File: src/rtl/nonrestoring_div_seq_if.sv
// Request/result bundle for nonrestoring_div_seq (N-bit divisor, 2N-bit dividend).
// NONRESTORING_DIV_SIGNED_EN adds the signed_op request bit.
interface nonrestoring_div_seq_if #(
  parameter int N = 5
);
  // Handshake: start is sampled only while the divider is idle; operands and
  // signed_op are captured on that edge and may change freely afterwards.
  // busy is high from the cycle after acceptance up to (not including) the
  // one-cycle done pulse; q/r/ov/dbz are valid with done and hold until the
  // next done. start during busy or done is dropped, never queued.
  logic           start;
  logic [2*N-1:0] dividend;
  logic [N-1:0]   divisor;
`ifdef NONRESTORING_DIV_SIGNED_EN
  logic           signed_op;
`endif
  logic           busy;
  logic           done;
  logic [N-1:0]   q;
  logic [N-1:0]   r;
  logic           ov;
  logic           dbz;

`ifdef NONRESTORING_DIV_SIGNED_EN
  modport master (
    output start, dividend, divisor, signed_op,
    input  busy, done, q, r, ov, dbz
  );
  modport slave (
    input  start, dividend, divisor, signed_op,
    output busy, done, q, r, ov, dbz
  );
`else
  modport master (
    output start, dividend, divisor,
    input  busy, done, q, r, ov, dbz
  );
  modport slave (
    input  start, dividend, divisor,
    output busy, done, q, r, ov, dbz
  );
`endif
endinterface

File: src/rtl/nonrestoring_div_seq.sv
// Sequential non-restoring divider: 2N-bit dividend / N-bit divisor -> N-bit q, r.
// Optional two's-complement mode under macro NONRESTORING_DIV_SIGNED_EN.
module nonrestoring_div_seq #(
  parameter int N = 5
) (
  input  logic                 clk,
  input  logic                 rst,
  nonrestoring_div_seq_if.slave dif,
  output logic [2:0]           state_dbg
);

  localparam int CW = (N > 2) ? $clog2(N) : 1;

  typedef enum logic [2:0] {
    S_IDLE  = 3'd0,
    S_CHECK = 3'd1,
    S_ITER  = 3'd2,
    S_FIX   = 3'd3,
    S_DONE  = 3'd4
  } state_t;

  state_t state, state_n;

  logic [N:0]     p;
  logic [N-1:0]   aq;
  logic [N-1:0]   d;
  logic [CW-1:0]  cnt;
  logic [N-1:0]   q_r, r_r;
  logic           ov_r, dbz_r;

  logic [2*N-1:0] dvd_raw, dvd_mag;
  logic [N-1:0]   dvs_mag;
  logic           chk_dbz, chk_ov;
  logic [N:0]     p_sh, p_new;
  logic [N-1:0]   aq_new;
  logic [N-1:0]   r_fix, q_res, r_res;
  logic           fix_ov;
  logic           busy_c, done_c;

`ifdef NONRESTORING_DIV_SIGNED_EN
  localparam logic [N-1:0] HALF = {1'b1, {(N-1){1'b0}}};
  logic sgn, qsign, rsign;
  logic dvd_neg, dvs_neg;
`endif

  // ---------------- FSM: state register ----------------
  always_ff @(posedge clk or negedge rst) begin
    if (!rst) begin
      state <= S_IDLE;
    end else begin
      state <= state_n;
    end
  end

  // ---------------- FSM: next state ----------------
  always_comb begin
    state_n = state;
    case (state)
      S_IDLE:  if (dif.start) state_n = S_CHECK;
      S_CHECK: state_n = (chk_dbz || chk_ov) ? S_DONE : S_ITER;
      S_ITER:  if (cnt == CW'(N-1)) state_n = S_FIX;
      S_FIX:   state_n = S_DONE;
      S_DONE:  state_n = S_IDLE;
      default: state_n = S_IDLE;
    endcase
  end

  // ---------------- FSM: outputs ----------------
  always_comb begin
    busy_c    = 1'b0;
    done_c    = 1'b0;
    state_dbg = state;
    case (state)
      S_CHECK, S_ITER, S_FIX: busy_c = 1'b1;
      S_DONE:                 done_c = 1'b1;
      default: ;
    endcase
  end

  assign dif.busy = busy_c;
  assign dif.done = done_c;
  assign dif.q    = q_r;
  assign dif.r    = r_r;
  assign dif.ov   = ov_r;
  assign dif.dbz  = dbz_r;

  // Operand conditioning in CHECK: the latched dividend is {p[N-1:0], aq}.
  always_comb begin
    dvd_raw = {p[N-1:0], aq};
    dvd_mag = dvd_raw;
    dvs_mag = d;
`ifdef NONRESTORING_DIV_SIGNED_EN
    dvd_neg = sgn & dvd_raw[2*N-1];
    dvs_neg = sgn & d[N-1];
    if (dvd_neg) dvd_mag = -dvd_raw;
    if (dvs_neg) dvs_mag = -d;
`endif
    chk_dbz = (d == '0);
    // A high half >= divisor means the quotient cannot fit in N bits.
    chk_ov  = !chk_dbz && (dvd_mag[2*N-1:N] >= dvs_mag);
  end

  // One non-restoring step; the N+1-bit adder wraps, which is harmless
  // because the post-step remainder always lies in [-D, D).
  always_comb begin
    p_sh   = {p[N-1:0], aq[N-1]};
    p_new  = p[N] ? (p_sh + {1'b0, d}) : (p_sh - {1'b0, d});
    aq_new = {aq[N-2:0], ~p_new[N]};
  end

  // Final remainder restore and result formatting.
  always_comb begin
    r_fix  = p[N] ? (p[N-1:0] + d) : p[N-1:0];
    q_res  = aq;
    r_res  = r_fix;
    fix_ov = 1'b0;
`ifdef NONRESTORING_DIV_SIGNED_EN
    if (qsign) q_res = -aq;
    if (rsign) r_res = -r_fix;
    fix_ov = sgn && (qsign ? (aq > HALF) : (aq >= HALF));
    if (fix_ov) begin
      q_res = '0;
      r_res = '0;
    end
`endif
  end

  // ---------------- datapath ----------------
  always_ff @(posedge clk or negedge rst) begin
    if (!rst) begin
      p     <= '0;
      aq    <= '0;
      d     <= '0;
      cnt   <= '0;
      q_r   <= '0;
      r_r   <= '0;
      ov_r  <= 1'b0;
      dbz_r <= 1'b0;
`ifdef NONRESTORING_DIV_SIGNED_EN
      sgn   <= 1'b0;
      qsign <= 1'b0;
      rsign <= 1'b0;
`endif
    end else begin
      case (state)
        S_IDLE: begin
          if (dif.start) begin
            p  <= {1'b0, dif.dividend[2*N-1:N]};
            aq <= dif.dividend[N-1:0];
            d  <= dif.divisor;
`ifdef NONRESTORING_DIV_SIGNED_EN
            sgn <= dif.signed_op;
`endif
          end
        end
        S_CHECK: begin
          p   <= {1'b0, dvd_mag[2*N-1:N]};
          aq  <= dvd_mag[N-1:0];
          d   <= dvs_mag;
          cnt <= '0;
`ifdef NONRESTORING_DIV_SIGNED_EN
          qsign <= dvd_neg ^ dvs_neg;
          rsign <= dvd_neg;
`endif
          if (chk_dbz || chk_ov) begin
            q_r   <= '0;
            r_r   <= '0;
            ov_r  <= chk_ov;
            dbz_r <= chk_dbz;
          end
        end
        S_ITER: begin
          p   <= p_new;
          aq  <= aq_new;
          cnt <= cnt + 1'b1;
        end
        S_FIX: begin
          p     <= {1'b0, r_fix};
          q_r   <= q_res;
          r_r   <= r_res;
          ov_r  <= fix_ov;
          dbz_r <= 1'b0;
        end
        default: ;
      endcase
    end
  end

endmodule
File: src/flat_wrapper.sv
// flat-port wrapper written by rule: the top's interface ports become plain ports
module nonrestoring_div_seq_flat 
#(
  parameter int N = 5
)
  (clk, rst, state_dbg, dif_start, dif_dividend, dif_divisor, dif_busy, dif_done, dif_q, dif_r, dif_ov, dif_dbz);
  nonrestoring_div_seq_if #(.N(N)) dif_i ();
  input  logic clk;
  input  logic rst;
  output logic [2:0] state_dbg;
  input wire logic [$bits(dif_i.start)-1:0] dif_start;
  input wire logic [$bits(dif_i.dividend)-1:0] dif_dividend;
  input wire logic [$bits(dif_i.divisor)-1:0] dif_divisor;
  output wire logic [$bits(dif_i.busy)-1:0] dif_busy;
  output wire logic [$bits(dif_i.done)-1:0] dif_done;
  output wire logic [$bits(dif_i.q)-1:0] dif_q;
  output wire logic [$bits(dif_i.r)-1:0] dif_r;
  output wire logic [$bits(dif_i.ov)-1:0] dif_ov;
  output wire logic [$bits(dif_i.dbz)-1:0] dif_dbz;
  assign dif_i.start = dif_start;
  assign dif_i.dividend = dif_dividend;
  assign dif_i.divisor = dif_divisor;
  assign dif_busy = dif_i.busy;
  assign dif_done = dif_i.done;
  assign dif_q = dif_i.q;
  assign dif_r = dif_i.r;
  assign dif_ov = dif_i.ov;
  assign dif_dbz = dif_i.dbz;
  nonrestoring_div_seq #(.N(N)) u_core (.clk(clk), .rst(rst), .dif(dif_i), .state_dbg(state_dbg));
endmodule
File: config.mk
export PLATFORM = sky130hd
export DESIGN_NAME = nonrestoring_div_seq_flat
export DESIGN_NICKNAME = d
export VERILOG_FILES = /design/src/rtl/nonrestoring_div_seq_if.sv /design/src/rtl/nonrestoring_div_seq.sv /design/src/flat_wrapper.sv
export SDC_FILE = /design/constraint.sdc
export NUM_CORES = 1
export LEC_CHECK = 0
export CORE_MARGIN = 2
export CORE_UTILIZATION = 51
export CTS_CLUSTER_DIAMETER = 100
export CTS_CLUSTER_SIZE = 10
export DETAILED_ROUTE_END_ITERATION = 7
export PLACE_DENSITY = 0.87
export REMOVE_ABC_BUFFERS = 1
export SLEW_MARGIN = 25
export SYNTH_ARGS = -nofsm -noshare
export SYNTH_HDL_FRONTEND = slang
export SYNTH_SLANG_ARGS = --single-unit
File: constraint.sdc
create_clock -name clk -period 4.1 [get_ports clk]
set_clock_uncertainty 0.2 [all_clocks]
set_input_delay 0.41 -clock clk [delete_from_list [all_inputs] [get_ports clk]]
set_output_delay 0.41 -clock clk [all_outputs]
set_load 0.005 [all_outputs]
# Yosys cells after proc, flatten, opt, wreduce, memory -nomap -nowiden
# Index checks and enable logic that the tools add are counted.
[classes]
multipliers = 0
add_sub_neg = 4
shift = 0
bitwise_logic = 2
reduce_logical = 17
n_mux = 20
order_cmp = 1
div = 0
eq_ne = 8
[op_table]
columns = ["op", "n"]
rows = [
  ["$pmux 5 s2", 3],
  ["$pmux 6 s4", 1],
  ["$mux 5", 3],
  ["$mux 6", 2],
  ["$pmux 3 s4", 1],
  ["$reduce_and 2->1", 5],
  ["$mux 3", 3],
  ["$add 6x5->6", 1],
  ["$eq 3x2->1 const B", 2],
  ["$eq 3x3->1 const B", 2],
  ["$pmux 3 s2", 1],
  ["$reduce_bool 2->1", 3],
  ["$sub 6x5->6", 1],
  ["$add 5x5->5", 1],
  ["$ge 5x5->1", 1],
  ["$logic_not 5->1", 1],
  ["$mux 1", 4],
  ["$ne 2x1->1 const B", 2],
  ["$pmux 1 s2", 2],
  ["$reduce_bool 4->1", 1],
  ["$add 3x1->3 const B", 1],
  ["$eq 3x1->1 const B", 1],
  ["$logic_not 3->1", 1],
  ["$reduce_and 3->1", 1],
  ["other kinds (7)", 8],
]
[totals]
latch_bits = 0
word_cells = 62
out_inout_bits = 17
in_bits = 18
mem_bits_rw = 0
regBits = 34
mem_count = 0
rom_bits = 0

# Depth between registers and ports, before layout
[logic_depth]
word_depth = 6
depth_mapped = 10
depth_no_buf = 10

# Worst setup path before layout
# No wires, ideal clock.
[synth_path]
path_type = "register to register"
start = "register u_core.p[5]"
end = "register u_core.p[3]"
path_buffers = 2
arrival_time_ns = 2.242
slack_ns = 1.564
synth_period_minus_slack_ns = 2.536
path_stages_with_launch = 10
required_ns = 3.806
setup_time_ns = 0.094
path_cell_list = "dfrtp_1 buf_2 buf_1 mux2_2 ha_1 a21o_1 a21oi_1 xnor2_1 a21oi_1 a221oi_2"
[synth_via]
elab_chain_len = 2
word_cells_on_any_way = 3
cone_classes = "mux (3)"
[synth_lines]
columns = ["element", "line_no", "text"]
rows = [
  ["start, declared", "nonrestoring_div_seq.sv:24", "logic [N:0] p;"],
  ["start signal, assigned", "nonrestoring_div_seq.sv:148", "p <= {1'b0, dif.dividend[2*N-1:N]};"],
  ["start signal, assigned", "nonrestoring_div_seq.sv:157", "p <= {1'b0, dvd_mag[2*N-1:N]};"],
  ["start signal, assigned", "nonrestoring_div_seq.sv:173", "p <= p_new;"],
  ["$mux 5 or $mux 6 (tied branches)", "nonrestoring_div_seq.sv:113, nonrestoring_div_seq.sv:107", ""],
  ["$pmux 6 s4 *", "nonrestoring_div_seq.sv:145", "case (state)"],
]
# Mark *: on every way between the ends. The rest lies on a longest branch, timed or not.
# A chain may end at the register's enable or synchronous reset.

# Worst setup path after layout
# Ends and elaborated chain as after synthesis.

==> flow_metrics.py <==
metrics = {
    "power": {
        "swShare_pct": 42.97,
        "p_leak_nw": 1.189,
        "intPower_mw": 1.316,
        "pwr-share-clk_pct": 12.8,
        "power_frac_seq_pct": 29.1,
        "p_switching_mw": 0.9919,
        "p_per_area_nw_per_um2": 886.9,
        "comb_power_share_pct": 58.2,
        "ir_worst_vdd_mv": 0.3730,
    },
    "worst_setup_path": {
        "slowest_delay_ns": 0.74,
        "worstSetupEndpointType": "register",
        "cp_common_cell": "a21oi_1",
        "critPathSlowestCell": "dfrtp_1",
        "cp_max_fo": 16,
        "critical_path_class": "reg2reg",
        "cp-start-kind": "register",
        "cp.required_ns": 4.10,
        "cp_data_arrival_time_ns": 2.71,
        "path_cells": "mux2_2 > ha_1 > a21o_1 > a21oi_1 > xnor2_1 > a21oi_1 > a221oi_2",
    },
    "floorplanning": {
        "core-area_um2": 4029,
        "start_util_pct": 53.20,
        "die_area_um2": 4737,
        "die_w_um": 68.83,
        "fp-row-count": 23,
        "die_y_um": 68.83,
        "io_pins": 35,
    },
    "yosys": {
        "synth_edf_count": 0,
        "ys_warn_count": 0,
        "synth-seq-cells": 34,
        "synth_top_area_share_pct": 39.70,
        "netlist-cell-type-count": 43,
        "syn-cell-area_um2": 2143,
        "async_flop_share_pct": 100.0,
        "ys_top_cells_by_area": "dfrtp_1, ha_1, mux2i_1",
        "synth-main-ff-cell": "dfrtp_1",
        "syn_avg_cell_area_um2": 9.832,
        "seq_area_frac_synth_pct": 39.70,
        "yosysTopAreaCell": "dfrtp_1",
        "syn_inst": 218,
    },
    "cts": {
        "path_clk_slew_ns": 0.07,
        "cts_resized": 0,
        "root_buffer": "clkbuf_8",
        "numCtsBuffers": 5,
        "cts_hold_buf": 0,
        "cts_setup_buffers": 0,
        "worstSkewPairLatency_ns": 0.30,
        "h-tree-depth": 2,
        "cts_buffer_depth": 2,
        "clkSinkCount": 34,
        "cts_tree": "yes",
    },
    "drt": {
        "vias": 1723,
        "wl_met2_um": 2150,
        "viasPerCell": 5.724,
        "routed.top_layer": "met4",
        "postRouteAntennaNets": 0,
        "dr.first_iter.drc_count": 119,
        "first_pass_iters": 4,
        "post_drt_wl_per_cell_um": 15.76,
        "m1WireLength_um": 2226,
        "dr_wl_met3_um": 268,
        "routed_wl_um": 4744,
        "drcViolationCount": 0,
    },
    "finish": {
        "nets": 288,
        "area_growth_pct": 21.42,
        "utilization_pct": 64.60,
        "diodes": 0,
        "fillers": 342,
        "most-common-layout-cells": "clkdlybuf4s50_1, dfrtp_1, nand2_1",
        "drive_gt1_share_pct": 8.765,
        "fin_area_um2": 2603,
    },
    "global_route": {
        "grt_pass1_vias": 1689,
        "antenna_found_initial": 0,
        "grt_max_degree": 35,
        "track_usage_pct": 24.02,
        "grt_pass1_wl_um": 8155,
        "grt-ovfl-total": 0,
    },
    "min_path": {
        "hold_path_class": "reg2reg",
    },
    "placed_design": {
        "dp_hpwl_um": 3392,
        "port_buffers": 34,
        "place.gp.congestion": 0.9166,
        "dpl_cell_area_um2": 2492,
    },
    "flow_run": {
        "drv_cap": 0,
    },
    "timing": {
        "worstMarginPinSlew_ns": 0.9289,
        "fin_crit_sh_pct": 66.17,
        "rsz0062_at_grt": "false",
        "hold_viol": 0,
        "drv_slew": 0,
        "timing.setup.tns_ns": 0,
        "maxSlewHeadroom_pct": 37.66,
        "clock.fmax_mhz": 368.6,
        "setup_viol": 0,
        "period_needed_ns": 2.713,
    },
    "outcome": {
        "status": "finished clean",
    },
}
stage by stage:
step                      hold slack [ns]  setup WS (ns)  instances  total power, mW
after CTS                          0.3001          1.415        301            2.309
final                              0.2999          1.387        301            2.308
after detailed placement           0.2694          1.423        293            2.004
after global placement             0.2832          1.486        293            1.944
after floorplan                  -0.08559          1.652        208            1.576
after global routing               0.3256          1.244        301            2.535
area by class of cell:
cell class | count | area, um2 | share of cell area (%)
clock buffer | 8 | 110.1 | 4.231
tap | 50 | 62.56 | 2.404
timing repair buffer | 35 | 347.8 | 13.37
multi-input combinational | 159 | 1175 | 45.14
inverter | 15 | 56.30 | 2.163
sequential | 34 | 850.8 | 32.69
per-layer routing:
| layer | track usage (%) | up-vias |
|---|---|---|
| met1 | 33.96 | 834 |
| met4 | 9.069 | 0 |
| met3 | 6.006 | 11 |
| met5 | 0 | - |
| met2 | 35.58 | 49 |
| li1 | - | 829 |
power groups by stage:
stage          Sequential, mW  Clock [mW]  Combinational [mW]
2_1_floorplan           0.630           0               0.945
3_3_place_gp            0.667           0                1.28
3_5_place_dp            0.671           0                1.33
4_1_cts                 0.667       0.300                1.34
5_1_grt                 0.695       0.314                1.53
6_report                0.671       0.295                1.34
critical path: cells and delay by family, from the launching register on:
family / cells / cell delay, ns
AOI/OAI and AO/OA: 4 / 0.79
adders and majority gates: 1 / 0.28
muxes: 1 / 0.44
xor gates and xnor gates: 1 / 0.18
DFF: 1 / 0.74
final timing paths:
kind | startpoint | endpoint | slack (ns) | cells past startpoint
worst min register to register | u_core.dif.r[3]$_DFFE_PN0P_ | u_core.dif.r[3]$_DFFE_PN0P_ | 0.30 | 1
worst max register to register | u_core.p[5]$_DFFE_PN0P_ | u_core.p[3]$_DFFE_PN0P_ | 1.39 | 7
min in group asynchronous | rst | u_core.d[2]$_DFFE_PN0P_ | 0.31 | 2
worst max-delay path | u_core.p[5]$_DFFE_PN0P_ | u_core.p[3]$_DFFE_PN0P_ | 1.39 | 7
worst min-delay path | u_core.dif.r[3]$_DFFE_PN0P_ | u_core.dif.r[3]$_DFFE_PN0P_ | 0.30 | 1
max in group asynchronous | rst | u_core.p[2]$_DFFE_PN0P_ | 3.06 | 2
logic make-up (layout without fill, tap and decap cells):
| group | count (synthesis) | count (layout) | synth area share, % |
|---|---|---|---|
| buf+inv | 25 | 58 | 5.487 |
| simple gates | 53 | 53 | 11.97 |
| flops | 34 | 34 | 39.70 |
| mux | 11 | 11 | 5.254 |
| compound gates | 65 | 65 | 21.13 |
| fa+ha+maj | 20 | 20 | 12.38 |
| xor+xnor | 10 | 10 | 4.087 |
Yosys cell counts, drive strengths merged (4+ instances only):
master  number
dfrtp       34
nand2       23
o21ai       20
ha          18
inv         15
a21oi       13
nor2        12
a22o        10
mux2i        9
buf          8
xnor2        7
a21o         6
a221oi       4
nor3         4
flip-flops by register name, indices dropped and copies added, names as in the netlist:
register          cells
u_core.aq             5
u_core.cnt            3
u_core.d              5
u_core.dif.dbz        1
u_core.dif.ov         1
u_core.dif.q          5
u_core.dif.r          5
u_core.p              6
u_core.state_dbg      3
No activity file was read; power rests on OpenSTA's default activity.
